--- src/rtl/pipe_elastic_buf.sv ---
`default_nettype none
// ============================================================================
//  Module   : pipe_elastic_buf
//  Purpose  : DEPTH-entry elastic stage buffer with valid/ready handshake,
//             synchronous flush and optional fall-through when empty.
//  Revision : 1.0  initial release
// ============================================================================
module pipe_elastic_buf #(
    parameter int WIDTH = 64,
    parameter int DEPTH = 2,
    parameter int PASS  = 0
) (
    input  logic                       clk,
    input  logic                       resetn,
    input  logic                       flush,
    input  logic                       in_valid,
    output logic                       in_ready,
    input  logic [WIDTH-1:0]           in_data,
    output logic                       out_valid,
    input  logic                       out_ready,
    output logic [WIDTH-1:0]           out_data,
    output logic [$clog2(DEPTH+1)-1:0] count,
    output logic                       full,
    output logic                       empty
);

    localparam int c_cnt_w = $clog2(DEPTH + 1);
    localparam int c_ptr_w = (DEPTH > 1) ? $clog2(DEPTH) : 1;
    localparam logic [c_ptr_w-1:0] c_last = c_ptr_w'(DEPTH - 1);

    generate
        if (WIDTH < 1) begin : g_bad_width
            $error("pipe_elastic_buf: WIDTH must be >= 1");
        end
        if (DEPTH < 1) begin : g_bad_depth
            $error("pipe_elastic_buf: DEPTH must be >= 1");
        end
    endgenerate

    logic [c_cnt_w-1:0] count_q, count_d;
    logic [c_ptr_w-1:0] rd_ptr_q, rd_ptr_d;
    logic [c_ptr_w-1:0] wr_ptr_q, wr_ptr_d;
    logic [WIDTH-1:0]   mem_q [DEPTH];

    logic w_full;
    logic w_empty;
    logic w_bypass;
    logic w_stored_valid;
    logic w_push;
    logic w_pop;
    logic w_write;
    logic w_read;

    // Circular pointer advance; DEPTH need not be a power of two.
    function automatic logic [c_ptr_w-1:0] f_inc(input logic [c_ptr_w-1:0] ptr);
        return (ptr == c_last) ? '0 : ptr + c_ptr_w'(1);
    endfunction

    assign w_full   = (count_q == c_cnt_w'(DEPTH));
    assign w_empty  = (count_q == '0);
    assign in_ready = !w_full && !flush && resetn;

    generate
        if (PASS != 0) begin : g_fall_through
            assign w_bypass = w_empty && in_valid && !flush && resetn;
        end else begin : g_registered
            assign w_bypass = 1'b0;
        end
    endgenerate

    assign w_stored_valid = !w_empty && !flush;
    assign out_valid      = w_stored_valid || w_bypass;

    always_comb begin
        out_data = '0;
        if (w_stored_valid) begin
            out_data = mem_q[rd_ptr_q];
        end else if (w_bypass) begin
            out_data = in_data;
        end
    end

    assign w_push  = in_valid && in_ready;
    assign w_pop   = out_valid && out_ready;
    // A bypassed item consumed in the same cycle never touches storage.
    assign w_write = w_push && !(w_bypass && out_ready);
    assign w_read  = w_pop && !w_empty;

    always_comb begin
        count_d  = count_q;
        rd_ptr_d = rd_ptr_q;
        wr_ptr_d = wr_ptr_q;
        if (flush) begin
            count_d  = '0;
            rd_ptr_d = '0;
            wr_ptr_d = '0;
        end else begin
            if (w_write) begin
                wr_ptr_d = f_inc(wr_ptr_q);
            end
            if (w_read) begin
                rd_ptr_d = f_inc(rd_ptr_q);
            end
            case ({w_write, w_read})
                2'b10:   count_d = count_q + c_cnt_w'(1);
                2'b01:   count_d = count_q - c_cnt_w'(1);
                default: count_d = count_q;
            endcase
        end
    end

    always_ff @(posedge clk or negedge resetn) begin
        if (!resetn) begin
            count_q  <= '0;
            rd_ptr_q <= '0;
            wr_ptr_q <= '0;
        end else begin
            count_q  <= count_d;
            rd_ptr_q <= rd_ptr_d;
            wr_ptr_q <= wr_ptr_d;
        end
    end

    // Payload storage is intentionally left unreset.
    always_ff @(posedge clk) begin
        if (w_write) begin
            mem_q[wr_ptr_q] <= in_data;
        end
    end

    assign count = count_q;
    assign full  = w_full;
    assign empty = w_empty;

endmodule
`default_nettype wire
--- config.mk ---
export PLATFORM = sky130hd
export DESIGN_NAME = pipe_elastic_buf
export DESIGN_NICKNAME = d
export VERILOG_FILES = /design/src/rtl/pipe_elastic_buf.sv
export SDC_FILE = /design/constraint.sdc
export NUM_CORES = 1
export LEC_CHECK = 0
export ABC_AREA = 1
export BUFFER_PORTS_ARGS = -buffer_cell sky130_fd_sc_hd__buf_4
export CORE_MARGIN = 4
export CORE_UTILIZATION = 30
export DETAILED_ROUTE_END_ITERATION = 6
export GPL_ROUTABILITY_DRIVEN = 0
export HOLD_SLACK_MARGIN = 0.08
export SETUP_SLACK_MARGIN = 0.15
export SLEW_MARGIN = 10
export SYNTH_ARGS = -nofsm -noshare
export SYNTH_HDL_FRONTEND = slang
export SYNTH_SLANG_ARGS = --single-unit
--- constraint.sdc ---
create_clock -name clk -period 5.3 [get_ports clk]
set_input_delay 1.06 -clock clk [delete_from_list [all_inputs] [get_ports clk]]
set_output_delay 1.06 -clock clk [all_outputs]
set_load 0.05 [all_outputs]
### After elaboration in Yosys (flattened, before gate mapping)

Memories as Yosys holds them, arrays and structs flattened.
Cells that the tools add are included.

| operators by class | value |
|---|---|
| bitwise logic cells | 0 |
| mux-type cells | 11 |
| reductions and logical operators | 13 |
| shift-type cells | 0 |
| eq/ne operators | 3 |
| div/mod/pow operators | 0 |
| add/subtract/negate cells | 4 |
| order comparisons | 0 |
| multipliers | 0 |

Operators by type and width:

| kind | number |
|---|---|
| $mux W64 | 1 |
| $mux W1 | 8 |
| $logic_and A1 B1 Y1 | 6 |
| $eq A2 B2 Y1 const B | 2 |
| $pmux W2 S2 | 1 |
| $reduce_bool A2 Y1 | 2 |
| $logic_not A1 Y1 | 3 |
| $reduce_bool A3 Y1 | 1 |
| $add A1 B1 Y1 const B | 2 |
| $add A2 B1 Y2 const B | 1 |
| $eq A2 B1 Y1 const B | 1 |
| $logic_not A2 Y1 | 1 |
| $mux W2 | 1 |
| $sub A2 B1 Y2 const B | 1 |

| storage, ports and cells | value |
|---|---|
| bits of input ports | 69 |
| latch bits | 0 |
| output and inout bits | 70 |
| bits in writable memories | 128 |
| ROM bits | 0 |
| logic and storage cells | 35 |
| memories | 1 |
| flip-flop bits (word level) | 4 |

Memories:

| name | words | width | rd ports | clocked after Yosys merged registers in | write ports | line | RTL |
|---|---|---|---|---|---|---|---|
| mem_q | 2 | 64 | 1 | 0 | 1 | 43 | `logic [WIDTH-1:0] mem_q [DEPTH];` |

### Longest topological paths before layout

| depth | value |
|---|---|
| word-level depth | 8 |
| depth in mapped cells | 7 |
| gate-level depth less buffers | 7 |

### Worst setup path after synthesis

No wires, ideal clock.

| timing | value |
|---|---|
| path type | input -> register |
| start point | input resetn |
| end point | memory mem_q[0][0] (enable) |
| data arrival time | 3,976 ps |
| library setup time | 486 ps |
| buffers on the path | 0 |
| required time | 4,814 ps |
| cell stages on the path | 4 |
| slack | 837 ps |
| cell sequence | inv_1 -> nor2_1 -> nand3_2 -> nor2_1 |

| on the way | value |
|---|---|
| word-level cells in the longest chain between the ends | 4 |

Ends and longest elaborated chain:

| what | line | RTL |
|---|---|---|
| start: declaration | 14 | `input logic resetn,` |
| $logic_and A1 B1 Y1 | 61 | `assign in_ready = !w_full && !flush && resetn;` |
| $logic_and A1 B1 Y1 | 83 | `assign w_push = in_valid && in_ready;` |
| $mux W1 | 126 | `if (w_write) begin` |
| $mux W1 (not written as such) | 127 | `mem_q[wr_ptr_q] <= in_data;` |
| end: declaration | 43 |  |

No other way between the ends.

### Worst setup path after layout

| timing | value |
|---|---|
| start point | input flush |
| end point | output out_data[30] |

| on the way | value |
|---|---|
| word-level cells in the longest chain between the ends | 3 |

Ends and longest elaborated chain:

| what | line | RTL |
|---|---|---|
| start: declaration | 15 | `input logic flush,` |
| $logic_not A1 Y1 | 71 | `assign w_stored_valid = !w_empty && !flush;` |
| $logic_and A1 B1 Y1 | 71 |  |
| $mux W64 | 76 | `if (w_stored_valid) begin` |
| end: declaration | 21 | `output logic [WIDTH-1:0] out_data,` |

No other way between the ends.

==> flow_metrics.py <==
metrics = {
    "outcome": {
        "status": "finished, final reports clean",
    },
    "logic_synthesis": {
        "ys_top_cells_by_area": "edfxtp_1 (71%), mux2_2 (11%), nand2_1 (5.0%)",
        "synth_area_leader_cell": "edfxtp_1",
        "synth_cells": 376,
        "ys.flop_type": "edfxtp_1",
        "synth.avg_cell_area_um2": 14.5,
        "synth.most_common_cell": "edfxtp_1",
        "synth.distinct_cells": 17,
        "synth-seq-cells": 132,
        "yosys.area.top_type_share": 0.707,
        "syn-cell-area_um2": 5430,
        "synth_nets": 445,
        "ys_seq_area_frac": 0.726,
        "synthTopCellsByCount": "edfxtp_1 (128), nand2_1 (73), inv_1 (70), mux2_2 (52), mux2_1 (12)",
        "synth_edf_count": 128,
        "yosys_warnings": 0,
        "synthArstFlopShare": 0.0303,
    },
    "critical_path": {
        "cp_num_buf_inv": 4,
        "cp.depth": 6,
        "r2r_end": "mem_q[0][8]",
        "start_kind": "primary input",
        "cp_max_fo": 44,
        "critPathKind": "in2out",
        "cp_data_required_time_ps": 4240,
        "slowest_stage": "buf_4",
        "crit_path_end_kind": "output pin",
        "path_cells": "buf_4 -> nor2_4 -> buf_4 -> nand2_1 -> inv_1 -> buf_4",
        "r2r_start": "count[0]",
        "crit_family": "buffers and inverters",
        "worst_ep_arrival_time_ps": 2620,
        "rrSetupSlack_ps": 2990,
        "crit_path_frequent_cell": "buf_4",
        "rr_worst_depth": 5,
        "max_stage_delay_ps": 530,
    },
    "flow_run": {
        "drv_cap": 0,
    },
    "sta": {
        "setup_viol": 0,
        "max_slew_margin": 0.289,
        "hold_viol": 0,
        "tns_ps": 0,
        "fin_skew_ps": 6.06,
        "tightest_slew_ps": 1060,
        "period_share": 0.694,
        "fmax_ghz": 0.272,
        "slew_violations": 0,
        "finalCriticalPeriod_ps": 3680,
        "rsz0062_at_grt": "no",
    },
    "clock_tree": {
        "htree_levels": 4,
        "cts_root_buf": "clkbuf_16",
        "path_clk_slew_ps": 60,
        "cts_max_path_buffers": 2,
        "ctsHoldBuffers": 0,
        "cts_tree": "done",
        "cts_sinks": 132,
        "postCtsSetupBuffers": 0,
        "numCtsBuffers": 17,
        "clk_latency_ps": 410,
        "ctsResizeCount": 0,
    },
    "floorplanning": {
        "core_area_um2": 17500,
        "die_y_um": 143,
        "dieArea_um2": 20300,
        "die_w_um": 143,
        "rows": 48,
        "ios": 139,
        "start_util": 0.310,
    },
    "min_path": {
        "min_path_type": "in2async",
    },
    "final_layout": {
        "layoutNonFillerInstCount": 760,
        "layout-drive-gt1-share": 0.432,
        "areaGrowthSynthToFinish_pct": 33.9,
        "nets": 591,
        "antenna_cells": 0,
        "final_area_um2": 7280,
    },
    "global_routing": {
        "grt_pass1_wl_um": 17900,
        "grt_pass1_vias": 3535,
        "track_usage": 0.113,
        "grt_max_degree": 67,
        "grt_antenna_before_repair": 0,
        "grt-ovfl-total": 0,
    },
    "routing": {
        "first_iter_violations": 134,
        "postRouteAntennaNets": 0,
        "wire_per_inst_um": 14.6,
        "drc": 0,
        "vias": 3237,
        "wl_um": 11100,
        "vias_per_cell": 4.26,
        "drt_pass1_iterations": 4,
    },
    "pwr": {
        "leakagePower_nw": 3.20,
        "peakVddDrop_mv": 0.254,
        "power_density_nw_per_um2": 440,
    },
    "placement": {
        "io_buffers": 138,
        "dpl.hpwl_um": 7200,
        "dp_cells": 728,
        "place_area_um2": 6710,
    },
}
-- stage by stage --
step / hold slack (ps) / power (mW) / setup WS (ps) / utilization
final: 445 / 3.20 / 1620 / 0.415
after global placement: 554 / 2.11 / 1640 / 0.383
after global routing: 426 / 3.36 / 1450 / 0.415
after floorplan: 481 / 1.88 / 837 / -
after CTS: 420 / 3.25 / 1580 / 0.415
after detailed placement: 573 / 2.12 / 1600 / 0.383
-- final cells by class --
cell class,instances,area (µm²)
clock buffer,17,425
clock inverter,15,141
fill,1666,10300
inverter,71,267
multi-input combinational,159,1130
sequential,132,3950
tap,225,282
timing repair buffer,141,1080
-- metal layers --
layer  wire [µm]  GRT usage
met5           0          0
met4         176     0.0455
met3         759     0.0376
met2        5310      0.183
met1        4880      0.140
-- registers in the layout (all words and copies together), names as in the netlist --
name / count
wr_ptr_q: 1
rd_ptr_q: 1
count: 2
mem_q: 128
-- logic make-up (layout without fill, tap and decap cells) --
family                 count (synthesis)  after routing  share of synthesized area
AOI/OAI and AO/OA                      2              2                    0.00184
buffers and inverters                 85            244                     0.0705
and+or+nand+nor                       93             93                     0.0693
muxes                                 64             64                      0.133
DFF                                  132            132                      0.726
-- worst max-delay path by stage --
| stage | slack [ps] | end | startpoint |
|---|---|---|---|
| final | 1620 | out_data[30] | flush |
| after global routing | 1450 | out_data[30] | flush |
| after CTS | 1580 | out_data[30] | flush |
| after detailed placement | 1600 | out_data[30] | flush |
| after global placement | 1640 | out_data[4] | flush |
| after floorplan | 840 | mem_q[0][0] | resetn |
-- power breakdown --
part | switching, mW | internal, mW | leakage, nW
registers | 0.0682 | 1.19 | 1.21
clock network | 0.427 | 0.685 | 0.273
logic | 0.540 | 0.287 | 1.71
-- worst reg2reg max path, delay by kind of cell, from the launching register on --
family | cells | cell delay [ps]
buffers and inverters | 2 | 440
DFF | 1 | 450
and+or+nand+nor | 3 | 1100
-- placed cells by master (no fill, tap or decap) --
cell,count
inv_2,1
bufinv_16,2
dfrtp_1,3
nor2_4,3
inv_1,70
clkinvlp_4,3
clkinv_4,3
clkinv_1,2
mux2_2,52
dfrtp_4,1
nand2_1,73
mux2_1,12
nor3_1,1
nand3_2,2
nand4_1,2
clkbuf_16,17
nor2_2,1
nand3_1,5
o21ai_0,2
nor2_1,6
buf_4,139
edfxtp_1,128
buf_12,2
clkinv_2,5
Note: power is estimated with default switching activity, not from simulation.
